$ cat config.mk
export PLATFORM = sky130hd
export DESIGN_NAME = dma_master_engine_flat
export DESIGN_NICKNAME = d
export VERILOG_FILES = /design/src/rtl/dma_master_engine_if.sv /design/src/rtl/dma_master_engine.sv /design/src/flat_wrapper.sv
export SDC_FILE = /design/constraint.sdc
export NUM_CORES = 1
export LEC_CHECK = 0
export ABC_AREA = 1
export CORE_ASPECT_RATIO = 1.2
export CORE_MARGIN = 10
export CORE_UTILIZATION = 32
export CTS_CLUSTER_SIZE = 24
export DETAILED_ROUTE_END_ITERATION = 12
export SLEW_MARGIN = 30
export SYNTH_ARGS = -nofsm -noshare
export SYNTH_HDL_FRONTEND = slang
export SYNTH_SLANG_ARGS = --single-unit
export TNS_END_PERCENT = 1
$ cat constraint.sdc
create_clock -name clk -period 15.7 [get_ports clk]
set_input_delay 3.14 -clock clk [delete_from_list [all_inputs] [get_ports clk]]
set_output_delay 3.14 -clock clk [all_outputs]
set_load 0.01 [all_outputs]
$ cat src/rtl/dma_master_engine_if.sv
// -----------------------------------------------------------------------------
// dma_master_engine_if
// AXI master-port bundle used by dma_master_engine.
//   AR channel : M_ARID/Addr/Len/Size/Burst/Valid (master out), M_ARReady (in)
//   R  channel : M_RID/RData/RResp/RLast/RValid (master in), M_RReady (out)
//   AW channel : M_AWID/Addr/Len/Size/Burst/Valid (master out), M_AWReady (in)
//   W  channel : M_WData/WStrb/WLast/WValid (master out), M_WReady (in)
//   B  channel : M_BID/BResp/BValid (master in), M_BReady (out)
// -----------------------------------------------------------------------------
`ifndef AXI_ID_BITS
`define AXI_ID_BITS 4
`endif
`ifndef AXI_ADDR_BITS
`define AXI_ADDR_BITS 32
`endif
`ifndef AXI_DATA_BITS
`define AXI_DATA_BITS 32
`endif
`ifndef AXI_STRB_BITS
`define AXI_STRB_BITS 4
`endif
`ifndef AXI_LEN_BITS
`define AXI_LEN_BITS 4
`endif
`ifndef AXI_SIZE_BITS
`define AXI_SIZE_BITS 3
`endif

interface dma_master_engine_if;
  logic [`AXI_ID_BITS-1:0]   M_ARID;
  logic [`AXI_ADDR_BITS-1:0] M_ARAddr;
  logic [`AXI_LEN_BITS-1:0]  M_ARLen;
  logic [`AXI_SIZE_BITS-1:0] M_ARSize;
  logic [1:0]                M_ARBurst;
  logic                      M_ARValid;
  logic                      M_ARReady;

  logic [`AXI_ID_BITS-1:0]   M_RID;
  logic [`AXI_DATA_BITS-1:0] M_RData;
  logic [1:0]                M_RResp;
  logic                      M_RLast;
  logic                      M_RValid;
  logic                      M_RReady;

  logic [`AXI_ID_BITS-1:0]   M_AWID;
  logic [`AXI_ADDR_BITS-1:0] M_AWAddr;
  logic [`AXI_LEN_BITS-1:0]  M_AWLen;
  logic [`AXI_SIZE_BITS-1:0] M_AWSize;
  logic [1:0]                M_AWBurst;
  logic                      M_AWValid;
  logic                      M_AWReady;

  logic [`AXI_DATA_BITS-1:0] M_WData;
  logic [`AXI_STRB_BITS-1:0] M_WStrb;
  logic                      M_WLast;
  logic                      M_WValid;
  logic                      M_WReady;

  logic [`AXI_ID_BITS-1:0]   M_BID;
  logic [1:0]                M_BResp;
  logic                      M_BValid;
  logic                      M_BReady;

  modport master (
    output M_ARID, M_ARAddr, M_ARLen, M_ARSize, M_ARBurst, M_ARValid,
    input  M_ARReady,
    input  M_RID, M_RData, M_RResp, M_RLast, M_RValid,
    output M_RReady,
    output M_AWID, M_AWAddr, M_AWLen, M_AWSize, M_AWBurst, M_AWValid,
    input  M_AWReady,
    output M_WData, M_WStrb, M_WLast, M_WValid,
    input  M_WReady,
    input  M_BID, M_BResp, M_BValid,
    output M_BReady
  );

  modport slave (
    input  M_ARID, M_ARAddr, M_ARLen, M_ARSize, M_ARBurst, M_ARValid,
    output M_ARReady,
    output M_RID, M_RData, M_RResp, M_RLast, M_RValid,
    input  M_RReady,
    input  M_AWID, M_AWAddr, M_AWLen, M_AWSize, M_AWBurst, M_AWValid,
    output M_AWReady,
    input  M_WData, M_WStrb, M_WLast, M_WValid,
    output M_WReady,
    output M_BID, M_BResp, M_BValid,
    input  M_BReady
  );
endinterface

$ cat src/rtl/dma_master_engine.sv
// -----------------------------------------------------------------------------
// dma_master_engine
// Word-copy DMA engine: moves DMALEN 32-bit words from DMASRC to DMADST as an
// AXI master, one INCR read burst into a local buffer followed by one INCR
// write burst out of it, repeated in chunks of at most MAX_BURST words.
// Ports:
//   clk, rst        : clock, asynchronous active-high reset
//   DMAEN           : start/enable level from the config slave
//   DMASRC, DMADST  : word-aligned source / destination byte addresses
//   DMALEN          : length in 32-bit words (0 completes immediately)
//   m               : AXI master port (dma_master_engine_if.master)
//   DMA_INTR        : completion level, high exactly while in DONE
//
// state | meaning
// IDLE  | waiting for DMAEN
// RADDR | read address presented, waiting for ARReady
// RDATA | accepting read beats into the buffer until RLast
// WADDR | write address presented, waiting for AWReady
// WDATA | streaming buffer out on W until WLast accepted
// WRESP | waiting for write response, then advance pointers
// DONE  | transfer complete, interrupt high until DMAEN drops
// -----------------------------------------------------------------------------
`ifndef AXI_ID_BITS
`define AXI_ID_BITS 4
`endif
`ifndef AXI_ADDR_BITS
`define AXI_ADDR_BITS 32
`endif
`ifndef AXI_DATA_BITS
`define AXI_DATA_BITS 32
`endif
`ifndef AXI_STRB_BITS
`define AXI_STRB_BITS 4
`endif
`ifndef AXI_LEN_BITS
`define AXI_LEN_BITS 4
`endif
`ifndef AXI_SIZE_BITS
`define AXI_SIZE_BITS 3
`endif

module dma_master_engine #(
  parameter int MAX_BURST = 4,
  parameter int MST_ID    = 0
) (
  input  logic                      clk,
  input  logic                      rst,
  input  logic                      DMAEN,
  input  logic [`AXI_DATA_BITS-1:0] DMASRC,
  input  logic [`AXI_DATA_BITS-1:0] DMADST,
  input  logic [`AXI_DATA_BITS-1:0] DMALEN,
  dma_master_engine_if.master       m,
  output logic                      DMA_INTR
);

  localparam int DW = `AXI_DATA_BITS;
  localparam int AW = `AXI_ADDR_BITS;
  localparam int LW = `AXI_LEN_BITS;
  localparam int CW = $clog2(MAX_BURST + 1);
  localparam int IW = (MAX_BURST > 1) ? $clog2(MAX_BURST) : 1;

  typedef enum logic [2:0] {
    S_IDLE, S_RADDR, S_RDATA, S_WADDR, S_WDATA, S_WRESP, S_DONE
  } state_e;

  state_e          state_q;
  logic [AW-1:0]   src_q, dst_q;
  logic [DW-1:0]   remain_q;
  logic [CW-1:0]   chunk_q;
  logic [CW-1:0]   beat_q;
  logic [DW-1:0]   buf_q [MAX_BURST];
  logic            arvalid_q, rready_q, awvalid_q, wvalid_q, bready_q, intr_q;
  logic [AW-1:0]   araddr_q, awaddr_q;
  logic [LW-1:0]   arlen_q, awlen_q;

  function automatic logic [CW-1:0] clip_chunk(input logic [DW-1:0] n);
    if (n >= DW'(MAX_BURST)) return CW'(MAX_BURST);
    else                     return n[CW-1:0];
  endfunction

  logic [CW-1:0] start_chunk_d;
  logic [DW-1:0] remain_d;
  logic [CW-1:0] next_chunk_d;
  logic [AW-1:0] step_d;
  logic          wlast_d;

  assign start_chunk_d = clip_chunk(DMALEN);
  assign remain_d      = remain_q - DW'(chunk_q);
  assign next_chunk_d  = clip_chunk(remain_d);
  assign step_d        = AW'(chunk_q) << 2;
  assign wlast_d       = (beat_q == chunk_q - CW'(1));

  always_ff @(posedge clk or posedge rst) begin
    if (rst) begin
      state_q   <= S_IDLE;
      src_q     <= '0;
      dst_q     <= '0;
      remain_q  <= '0;
      chunk_q   <= '0;
      beat_q    <= '0;
      arvalid_q <= 1'b0;
      rready_q  <= 1'b0;
      awvalid_q <= 1'b0;
      wvalid_q  <= 1'b0;
      bready_q  <= 1'b0;
      intr_q    <= 1'b0;
      araddr_q  <= '0;
      awaddr_q  <= '0;
      arlen_q   <= '0;
      awlen_q   <= '0;
      for (int i = 0; i < MAX_BURST; i++) buf_q[i] <= '0;
    end else begin
      case (state_q)
        S_IDLE: begin
          if (DMAEN) begin
            if (DMALEN == '0) begin
              state_q <= S_DONE;
              intr_q  <= 1'b1;
            end else begin
              state_q   <= S_RADDR;
              src_q     <= DMASRC[AW-1:0];
              dst_q     <= DMADST[AW-1:0];
              remain_q  <= DMALEN;
              chunk_q   <= start_chunk_d;
              arvalid_q <= 1'b1;
              araddr_q  <= DMASRC[AW-1:0];
              arlen_q   <= LW'(start_chunk_d - CW'(1));
            end
          end
        end
        S_RADDR: begin
          if (m.M_ARReady) begin
            state_q   <= S_RDATA;
            arvalid_q <= 1'b0;
            rready_q  <= 1'b1;
          end
        end
        S_RDATA: begin
          if (m.M_RValid) begin
            // extra beats past the buffer are dropped rather than wrapping
            if (beat_q < CW'(MAX_BURST)) begin
              buf_q[beat_q[IW-1:0]] <= m.M_RData;
              beat_q                <= beat_q + CW'(1);
            end
            // RLast terminates the burst regardless of the beat count
            if (m.M_RLast) begin
              state_q   <= S_WADDR;
              beat_q    <= '0;
              rready_q  <= 1'b0;
              awvalid_q <= 1'b1;
              awaddr_q  <= dst_q;
              awlen_q   <= LW'(chunk_q - CW'(1));
            end
          end
        end
        S_WADDR: begin
          if (m.M_AWReady) begin
            state_q   <= S_WDATA;
            awvalid_q <= 1'b0;
            wvalid_q  <= 1'b1;
          end
        end
        S_WDATA: begin
          if (m.M_WReady) begin
            if (wlast_d) begin
              state_q  <= S_WRESP;
              beat_q   <= '0;
              wvalid_q <= 1'b0;
              bready_q <= 1'b1;
            end else begin
              beat_q <= beat_q + CW'(1);
            end
          end
        end
        S_WRESP: begin
          if (m.M_BValid) begin
            bready_q <= 1'b0;
            src_q    <= src_q + step_d;
            dst_q    <= dst_q + step_d;
            remain_q <= remain_d;
            if (remain_d == '0) begin
              state_q <= S_DONE;
              intr_q  <= 1'b1;
            end else begin
              state_q   <= S_RADDR;
              chunk_q   <= next_chunk_d;
              arvalid_q <= 1'b1;
              araddr_q  <= src_q + step_d;
              arlen_q   <= LW'(next_chunk_d - CW'(1));
            end
          end
        end
        S_DONE: begin
          if (!DMAEN) begin
            state_q <= S_IDLE;
            intr_q  <= 1'b0;
          end
        end
        default: state_q <= S_IDLE;
      endcase
    end
  end

  assign m.M_ARID    = `AXI_ID_BITS'(MST_ID);
  assign m.M_ARAddr  = araddr_q;
  assign m.M_ARLen   = arlen_q;
  assign m.M_ARSize  = 3'b010;
  assign m.M_ARBurst = 2'b01;
  assign m.M_ARValid = arvalid_q;
  assign m.M_RReady  = rready_q;

  assign m.M_AWID    = `AXI_ID_BITS'(MST_ID);
  assign m.M_AWAddr  = awaddr_q;
  assign m.M_AWLen   = awlen_q;
  assign m.M_AWSize  = 3'b010;
  assign m.M_AWBurst = 2'b01;
  assign m.M_AWValid = awvalid_q;

  assign m.M_WData   = buf_q[beat_q[IW-1:0]];
  assign m.M_WStrb   = '1;
  assign m.M_WLast   = wvalid_q & wlast_d;
  assign m.M_WValid  = wvalid_q;
  assign m.M_BReady  = bready_q;

  assign DMA_INTR    = intr_q;

  // response IDs/codes are intentionally ignored
  logic unused_resp;
  assign unused_resp = ^{m.M_RID, m.M_RResp, m.M_BID, m.M_BResp};

endmodule

$ cat src/flat_wrapper.sv
// flat-port wrapper written by rule: the top's interface ports become plain ports
module dma_master_engine_flat 
#(
  parameter int MAX_BURST = 4,
  parameter int MST_ID    = 0
)
  (clk, rst, DMAEN, DMASRC, DMADST, DMALEN, DMA_INTR, m_M_ARID, m_M_ARAddr, m_M_ARLen, m_M_ARSize, m_M_ARBurst, m_M_ARValid, m_M_ARReady, m_M_RID, m_M_RData, m_M_RResp, m_M_RLast, m_M_RValid, m_M_RReady, m_M_AWID, m_M_AWAddr, m_M_AWLen, m_M_AWSize, m_M_AWBurst, m_M_AWValid, m_M_AWReady, m_M_WData, m_M_WStrb, m_M_WLast, m_M_WValid, m_M_WReady, m_M_BID, m_M_BResp, m_M_BValid, m_M_BReady);
  dma_master_engine_if m_i ();
  input  logic clk;
  input  logic rst;
  input  logic DMAEN;
  input  logic [`AXI_DATA_BITS-1:0] DMASRC;
  input  logic [`AXI_DATA_BITS-1:0] DMADST;
  input  logic [`AXI_DATA_BITS-1:0] DMALEN;
  output logic DMA_INTR;
  output wire logic [$bits(m_i.M_ARID)-1:0] m_M_ARID;
  output wire logic [$bits(m_i.M_ARAddr)-1:0] m_M_ARAddr;
  output wire logic [$bits(m_i.M_ARLen)-1:0] m_M_ARLen;
  output wire logic [$bits(m_i.M_ARSize)-1:0] m_M_ARSize;
  output wire logic [$bits(m_i.M_ARBurst)-1:0] m_M_ARBurst;
  output wire logic [$bits(m_i.M_ARValid)-1:0] m_M_ARValid;
  input wire logic [$bits(m_i.M_ARReady)-1:0] m_M_ARReady;
  input wire logic [$bits(m_i.M_RID)-1:0] m_M_RID;
  input wire logic [$bits(m_i.M_RData)-1:0] m_M_RData;
  input wire logic [$bits(m_i.M_RResp)-1:0] m_M_RResp;
  input wire logic [$bits(m_i.M_RLast)-1:0] m_M_RLast;
  input wire logic [$bits(m_i.M_RValid)-1:0] m_M_RValid;
  output wire logic [$bits(m_i.M_RReady)-1:0] m_M_RReady;
  output wire logic [$bits(m_i.M_AWID)-1:0] m_M_AWID;
  output wire logic [$bits(m_i.M_AWAddr)-1:0] m_M_AWAddr;
  output wire logic [$bits(m_i.M_AWLen)-1:0] m_M_AWLen;
  output wire logic [$bits(m_i.M_AWSize)-1:0] m_M_AWSize;
  output wire logic [$bits(m_i.M_AWBurst)-1:0] m_M_AWBurst;
  output wire logic [$bits(m_i.M_AWValid)-1:0] m_M_AWValid;
  input wire logic [$bits(m_i.M_AWReady)-1:0] m_M_AWReady;
  output wire logic [$bits(m_i.M_WData)-1:0] m_M_WData;
  output wire logic [$bits(m_i.M_WStrb)-1:0] m_M_WStrb;
  output wire logic [$bits(m_i.M_WLast)-1:0] m_M_WLast;
  output wire logic [$bits(m_i.M_WValid)-1:0] m_M_WValid;
  input wire logic [$bits(m_i.M_WReady)-1:0] m_M_WReady;
  input wire logic [$bits(m_i.M_BID)-1:0] m_M_BID;
  input wire logic [$bits(m_i.M_BResp)-1:0] m_M_BResp;
  input wire logic [$bits(m_i.M_BValid)-1:0] m_M_BValid;
  output wire logic [$bits(m_i.M_BReady)-1:0] m_M_BReady;
  assign m_M_ARID = m_i.M_ARID;
  assign m_M_ARAddr = m_i.M_ARAddr;
  assign m_M_ARLen = m_i.M_ARLen;
  assign m_M_ARSize = m_i.M_ARSize;
  assign m_M_ARBurst = m_i.M_ARBurst;
  assign m_M_ARValid = m_i.M_ARValid;
  assign m_i.M_ARReady = m_M_ARReady;
  assign m_i.M_RID = m_M_RID;
  assign m_i.M_RData = m_M_RData;
  assign m_i.M_RResp = m_M_RResp;
  assign m_i.M_RLast = m_M_RLast;
  assign m_i.M_RValid = m_M_RValid;
  assign m_M_RReady = m_i.M_RReady;
  assign m_M_AWID = m_i.M_AWID;
  assign m_M_AWAddr = m_i.M_AWAddr;
  assign m_M_AWLen = m_i.M_AWLen;
  assign m_M_AWSize = m_i.M_AWSize;
  assign m_M_AWBurst = m_i.M_AWBurst;
  assign m_M_AWValid = m_i.M_AWValid;
  assign m_i.M_AWReady = m_M_AWReady;
  assign m_M_WData = m_i.M_WData;
  assign m_M_WStrb = m_i.M_WStrb;
  assign m_M_WLast = m_i.M_WLast;
  assign m_M_WValid = m_i.M_WValid;
  assign m_i.M_WReady = m_M_WReady;
  assign m_i.M_BID = m_M_BID;
  assign m_i.M_BResp = m_M_BResp;
  assign m_i.M_BValid = m_M_BValid;
  assign m_M_BReady = m_i.M_BReady;
  dma_master_engine #(.MAX_BURST(MAX_BURST), .MST_ID(MST_ID)) u_core (.clk(clk), .rst(rst), .DMAEN(DMAEN), .DMASRC(DMASRC), .DMADST(DMADST), .DMALEN(DMALEN), .m(m_i), .DMA_INTR(DMA_INTR));
endmodule
; Yosys cells after proc, flatten, opt, wreduce, memory -nomap -nowiden
; Index checks and enable logic that the tools add are counted.
[word_totals]
mem_count = 0
ramBits = 0
word_cells = 159
latch_bits = 0
regBits = 311
in_bits = 149
mem_bits_ro = 0
out_inout_bits = 133
[classes]
reduce_logical = 24
muxes = 79
multipliers = 0
shift = 0
bitwise_logic = 2
div = 0
n_eq_ne = 21
order_cmp = 5
addsub = 8
[ops]
columns = op, count
row1 = 32-bit 2-to-1 mux, 14
row2 = 32-bit case mux with 2 select lines, 4
row3 = 128-bit bitwise mux, 1
row4 = 3-bit 2-to-1 mux, 22
row5 = 32-bit by 5-bit adder with 32-bit output, 2
row6 = 32-bit binary-select mux with 2-bit select, 1
row7 = 32-bit demux with 2-bit select, 1
row8 = "32-bit by 3-bit greater-or-equal comparator with 1-bit output, second input constant", 2
row9 = 32-bit logical NOT, 2
row10 = 32-bit by 3-bit subtractor with 32-bit output, 1
row11 = 4-bit AND reduction, 6
row12 = 1-bit 2-to-1 mux, 22
row13 = 3-bit case mux with 7 select lines, 1
row14 = "2-bit inequality test, second input constant", 10
row15 = 4-bit 2-to-1 mux, 4
row16 = 3-bit case mux with 2 select lines, 2
row17 = 6-bit AND reduction, 2
row18 = 2-bit nonzero test, 6
row19 = "3-bit by 1-bit subtractor with 4-bit output, second input constant", 3
row20 = "3-bit == test, second input constant", 3
row21 = 9-bit AND reduction, 1
row22 = 1-bit case mux with 2 select lines, 4
row23 = 4-bit case mux with 2 select lines, 1
row24 = "3-bit by 2-bit == test with 1-bit output, second input constant", 2
row25 = other kinds (17), 22

; Longest topological paths before layout
[depth]
word_depth = 7
depth_mapped = 24
depth_no_buf = 23

; Least setup slack after synthesis
; OpenSTA, ideal clock, no wires.
[synth_timing]
path_type = input-to-reg
from = input DMALEN[27]
to = register u_core.remain_q[10]
arrival_time_ns = 4.655
setup_time_ns = 0.138
required_ns = 15.562
stages = 10
setup_slack_ns = 10.907
path_cell_list = nor4_1 > nand2_1 > nor2_1 > nand4_1 > nand2_1 > nand2_1 > nand2_1 > clkbuf_1 > buf_1 > a22oi_1
[synth_between]
elab_chain_cells = 3
[synth_lines]
columns = item, line_no
row1 = "start, declared", flat_wrapper.sv:14  ; input logic [`AXI_DATA_BITS-1:0] DMALEN;
row2 = 32-bit logical NOT, dma_master_engine.sv:116  ; if (DMALEN == '0) begin
row3 = 2-bit inequality test (no source line), n/a
row4 = 4-bit AND reduction (no source line), n/a
row5 = "end signal, assigned", dma_master_engine.sv:180  ; remain_q <= remain_d;
row6 = "end, declared", dma_master_engine.sv:68  ; logic [DW-1:0] remain_q;
; Every way passes these cells.
; A chain may end at the register's enable or synchronous reset.

; Final worst setup path
[layout_timing]
from = register u_core.beat_q[0]
to = output m_M_WLast
[layout_between]
elab_chain_cells = 2
[layout_lines]
columns = item, line_no
row1 = "start, declared", dma_master_engine.sv:70  ; logic [CW-1:0] beat_q;
row2 = "start signal, assigned", dma_master_engine.sv:143  ; beat_q <= beat_q + CW'(1);
row3 = "start signal, assigned", dma_master_engine.sv:171  ; beat_q <= beat_q + CW'(1);
row4 = 3-bit == test, dma_master_engine.sv:91  ; assign wlast_d = (beat_q == chunk_q - CW'(1));
row5 = 1-bit bitwise AND, dma_master_engine.sv:221  ; assign m.M_WLast = wvalid_q & wlast_d;
row6 = "end, declared", flat_wrapper.sv:38  ; output wire logic [$bits(m_i.M_WLast)-1:0] m_M_WLast;
; Every way passes these cells.

==> impl_metrics.py <==
metrics = {
    "yosys": {
        "synth_top_cell_area_share_pct": 46.94,
        "yosys-top-cells-count": "571 x nand2_1, 343 x o21ai_0, 311 x dfrtp_1",
        "ys_warn_count": 0,
        "yosysTopAreaCell": "dfrtp_1",
        "synth-compound-area-share_pct": 16.03,
        "synth_ff_type": "dfrtp_1",
        "synthXorXnorAreaFrac_pct": 2.008,
        "synthCells": 2192,
        "synth_top_family_by_area": "simple AND/OR/NAND/NOR gates",
        "synth-async-reset-ratio_pct": 100.0,
        "synth-edff-count": 0,
        "synthSimpleGateAreaFrac_pct": 24.80,
        "synth_area_um2": 16580,
        "synth.area.mux_share_pct": 0.4226,
        "synth.most_common_cell": "nand2_1",
        "synth.area.top_cells": "dfrtp_1 47%, nand2_1 13%, o21ai_0 10%",
        "synth_cell_types": 43,
        "syn_avg_cell_area_um2": 7.563,
        "seq_area_frac_synth_pct": 46.94,
        "synthAdderAreaFrac_pct": 1.494,
        "ys_ff_latch": 311,
    },
    "sta": {
        "finClkSkew_ns": 0.02762,
        "worstMarginPinSlew_ns": 0.9419,
        "period_share_pct": 42.56,
        "finalMaxSlewViolations": 0,
        "fmaxAchievable_mhz": 149.6,
        "setup_viol": 0,
        "hold_viol": 0,
        "min_period_ns": 6.683,
        "grt_setup_unrepaired": "no",
        "relSlewSlack_pct": 37.21,
        "final.setup.tns_ns": 0,
    },
    "drt": {
        "drtPass1Iterations": 5,
        "route.detailed.drc": 0,
        "wl_per_cell_um": 17.59,
        "vias_per_cell": 4.959,
        "ant_nets": 0,
        "wirelength_mm": 54.81,
        "drtIter0Drc": 1123,
        "vias": 15450,
    },
    "pwr": {
        "ir_worst_vdd_v": 0.0001075,
        "seqPwrFrac_pct": 33.9,
        "p_sw_uw": 1820,
        "powerDensity_nw_per_um2": 206.1,
        "p_leak_uw": 0.009414,
        "power.share.combinational_pct": 45.6,
        "pwr-share-clk_pct": 20.5,
        "internal-power_uw": 2465,
        "sw_frac_of_total_pct": 42.47,
    },
    "clocking": {
        "clk_latency_ns": 0.56,
        "cts_tree": "built",
        "htree_levels": 2,
        "cts_num_sinks": 311,
        "cts_setup_buffers": 0,
        "cts.reportedPaths.clkPinSlew_ns": 0.06,
        "hold_buffers": 0,
        "clock-root-buffer": "clkbuf_16",
        "cts_resized": 0,
        "clockBufferDepth": 3,
        "cts_buffers": 38,
    },
    "min_path": {
        "hold_depth": 2,
        "hold_path_startpoint": "u_core.buf_q[41]",
        "hp-class": "flip-flop to flip-flop",
        "hold_end": "u_core.buf_q[41]",
    },
    "global_routing": {
        "grt_max_degree": 114,
        "grt_pass1_wl_mm": 86.79,
        "antenna_found_initial": 1,
        "grt_pass1_vias": 15250,
        "gr-total-overflow": 0,
        "track_usage_pct": 17.43,
    },
    "final_layout": {
        "instances_no_fill": 3115,
        "nets": 2559,
        "syn2layout_area_growth_pct": 25.40,
        "final_layout_size_suffix_gt1_share_pct": 4.965,
    },
    "floorplan": {
        "die-area_um2": 61350,
        "core_um2": 51350,
        "fp-row-count": 91,
        "die_h_um": 269.3,
        "die_x_um": 227.8,
        "initial_core_util_pct": 32.28,
        "pin_count": 282,
    },
    "worst_setup_path": {
        "reg2reg_to": "u_core.dst_q[9]",
        "path_class": "flip-flop to output pin",
        "critPathArrivalTime_ns": 3.54,
        "endpoint_kind": "output pin",
        "crit_path_start_kind": "flip-flop",
        "crit_required_ns": 12.56,
        "reg2reg_depth": 10,
        "crit_fanout": 68,
        "reg2reg_from": "u_core.state_q[1]",
        "rrSetupSlack_ns": 11.06,
    },
    "flow_run": {
        "drv_cap": 0,
    },
    "place": {
        "globalplace.congestion": 0.9022,
        "io_buffers": 247,
        "hpwl_mm": 38.36,
        "dpl.cell_count": 3049,
    },
    "run_status": {
        "status": "complete, no violations",
    },
}
==> cell families (layout without fill, tap and decap cells) <==
kind of cell             after synthesis  count (layout)
AND/OR/NAND/NOR                      995             995
flip-flops                           311             311
AO/OA/AOI/OAI                        495             495
adder cells (fa/ha/maj)               18              18
other                                  2              23
XOR/XNOR                              38              38
buffers and inverters                326             531
multiplexers                           7               7
==> cell usage in the layout, fill, tap and decap left out, types with 4 or more instances in the layout <==
| master | netlist | layout |
|---|---|---|
| a21oi_1 | 30 | 30 |
| a22oi_1 | 11 | 11 |
| a31oi_1 | 11 | 11 |
| buf_4 | 22 | 14 |
| clkbuf_1 | 87 | 8 |
| clkbuf_16 | 0 | 38 |
| clkbuf_8 | 0 | 5 |
| clkdlybuf4s50_1 | 0 | 247 |
| clkinv_2 | 0 | 7 |
| conb_1 | 2 | 22 |
| dfrtp_1 | 311 | 310 |
| ha_1 | 15 | 15 |
| inv_1 | 201 | 198 |
| mux2i_1 | 7 | 7 |
| nand2_1 | 571 | 569 |
| nand2_2 | 7 | 8 |
| nand3_1 | 61 | 57 |
| nand3_2 | 0 | 4 |
| nand4_1 | 35 | 35 |
| nor2_1 | 239 | 239 |
| nor2_2 | 10 | 9 |
| nor2_4 | 6 | 7 |
| nor3_1 | 38 | 37 |
| nor4_1 | 14 | 14 |
| o211ai_1 | 14 | 14 |
| o21ai_0 | 343 | 343 |
| o21ai_1 | 15 | 15 |
| o22ai_1 | 62 | 62 |
| or2_2 | 9 | 9 |
| xor2_1 | 36 | 36 |
==> routing by layer <==
layer  up-vias  GRT usage [%]  part of all wire [%]
met5         -              0                 0.013
met4         2          6.381                   2.9
met1      7326          21.93                    43
met3        89          3.677                   6.2
li1       7544              -                     -
met2       485          28.91                    47
==> state kept, by name (all words and copies together), names as in the netlist <==
| register | count |
|---|---|
| u_core.src_q | 32 |
| u_core.m.M_WValid | 1 |
| u_core.remain_q | 32 |
| u_core.m.M_AWLen | 4 |
| u_core.beat_q | 3 |
| u_core.m.M_ARAddr | 32 |
| u_core.DMA_INTR | 1 |
| u_core.m.M_AWValid | 1 |
| u_core.m.M_AWAddr | 32 |
| u_core.m.M_BReady | 1 |
| u_core.buf_q | 128 |
| u_core.m.M_ARLen | 4 |
| u_core.state_q | 3 |
| u_core.m.M_RReady | 1 |
| u_core.dst_q | 32 |
| u_core.chunk_q | 3 |
| u_core.m.M_ARValid | 1 |
==> stage by stage <==
step	setup WS [ns]	total power, uW	hold slack (ns)	instance area [um2]	util (%)
2_1_floorplan	3.959	2634	0.4478	16650	-
3_3_place_gp	8.630	3388	0.4598	19550	38.08
3_5_place_dp	8.986	3428	0.4679	19560	38.09
4_1_cts	8.954	4336	0.4821	20780	40.47
5_1_grt	8.781	4646	0.4941	20790	40.48
6_report	9.017	4284	0.4778	20790	40.48
==> critical path, stage by stage (launching register included) <==
cell and delay (ns):
dfrtp_2 0.33, buf_4 0.56, inv_2 0.35, buf_4 0.41, nand2_1 0.14, nand4_1 0.09, nor2_1 0.23, inv_1 0.10
nor2_1 0.10, clkdlybuf4s50_1 0.59
==> how the worst max path moves through the flow <==
stage	slack (ns)	start	end
2_1_floorplan	3.96	rst	u_core.DMA_INTR
3_3_place_gp	8.63	DMALEN[15]	u_core.dst_q[9]
3_5_place_dp	8.99	DMALEN[15]	u_core.dst_q[9]
4_1_cts	8.95	u_core.beat_q[0]	m_M_WLast
5_1_grt	8.78	u_core.beat_q[0]	m_M_WLast
6_report	9.02	u_core.beat_q[0]	m_M_WLast
==> area by class of cell <==
cell class	count	area, um2
diodes	1	2.502
clock buffers	51	1050
flip-flops and latches	311	7784
multi-input cells	1575	7542
repair buffers	262	2589
well taps	697	872.1
clock inverters	14	170.2
fillers	5304	30560
inverters	204	779.5
==> power groups by stage <==
stage | sequential [uW] | combinational, uW | clock (uW)
floorplan | 1430 | 1210 | 0
global placement | 1450 | 1940 | 0
detailed placement | 1460 | 1970 | 0
CTS | 1450 | 1980 | 905
global route | 1500 | 2210 | 935
finish | 1450 | 1960 | 877
No activity file was read; power rests on OpenSTA's default activity.
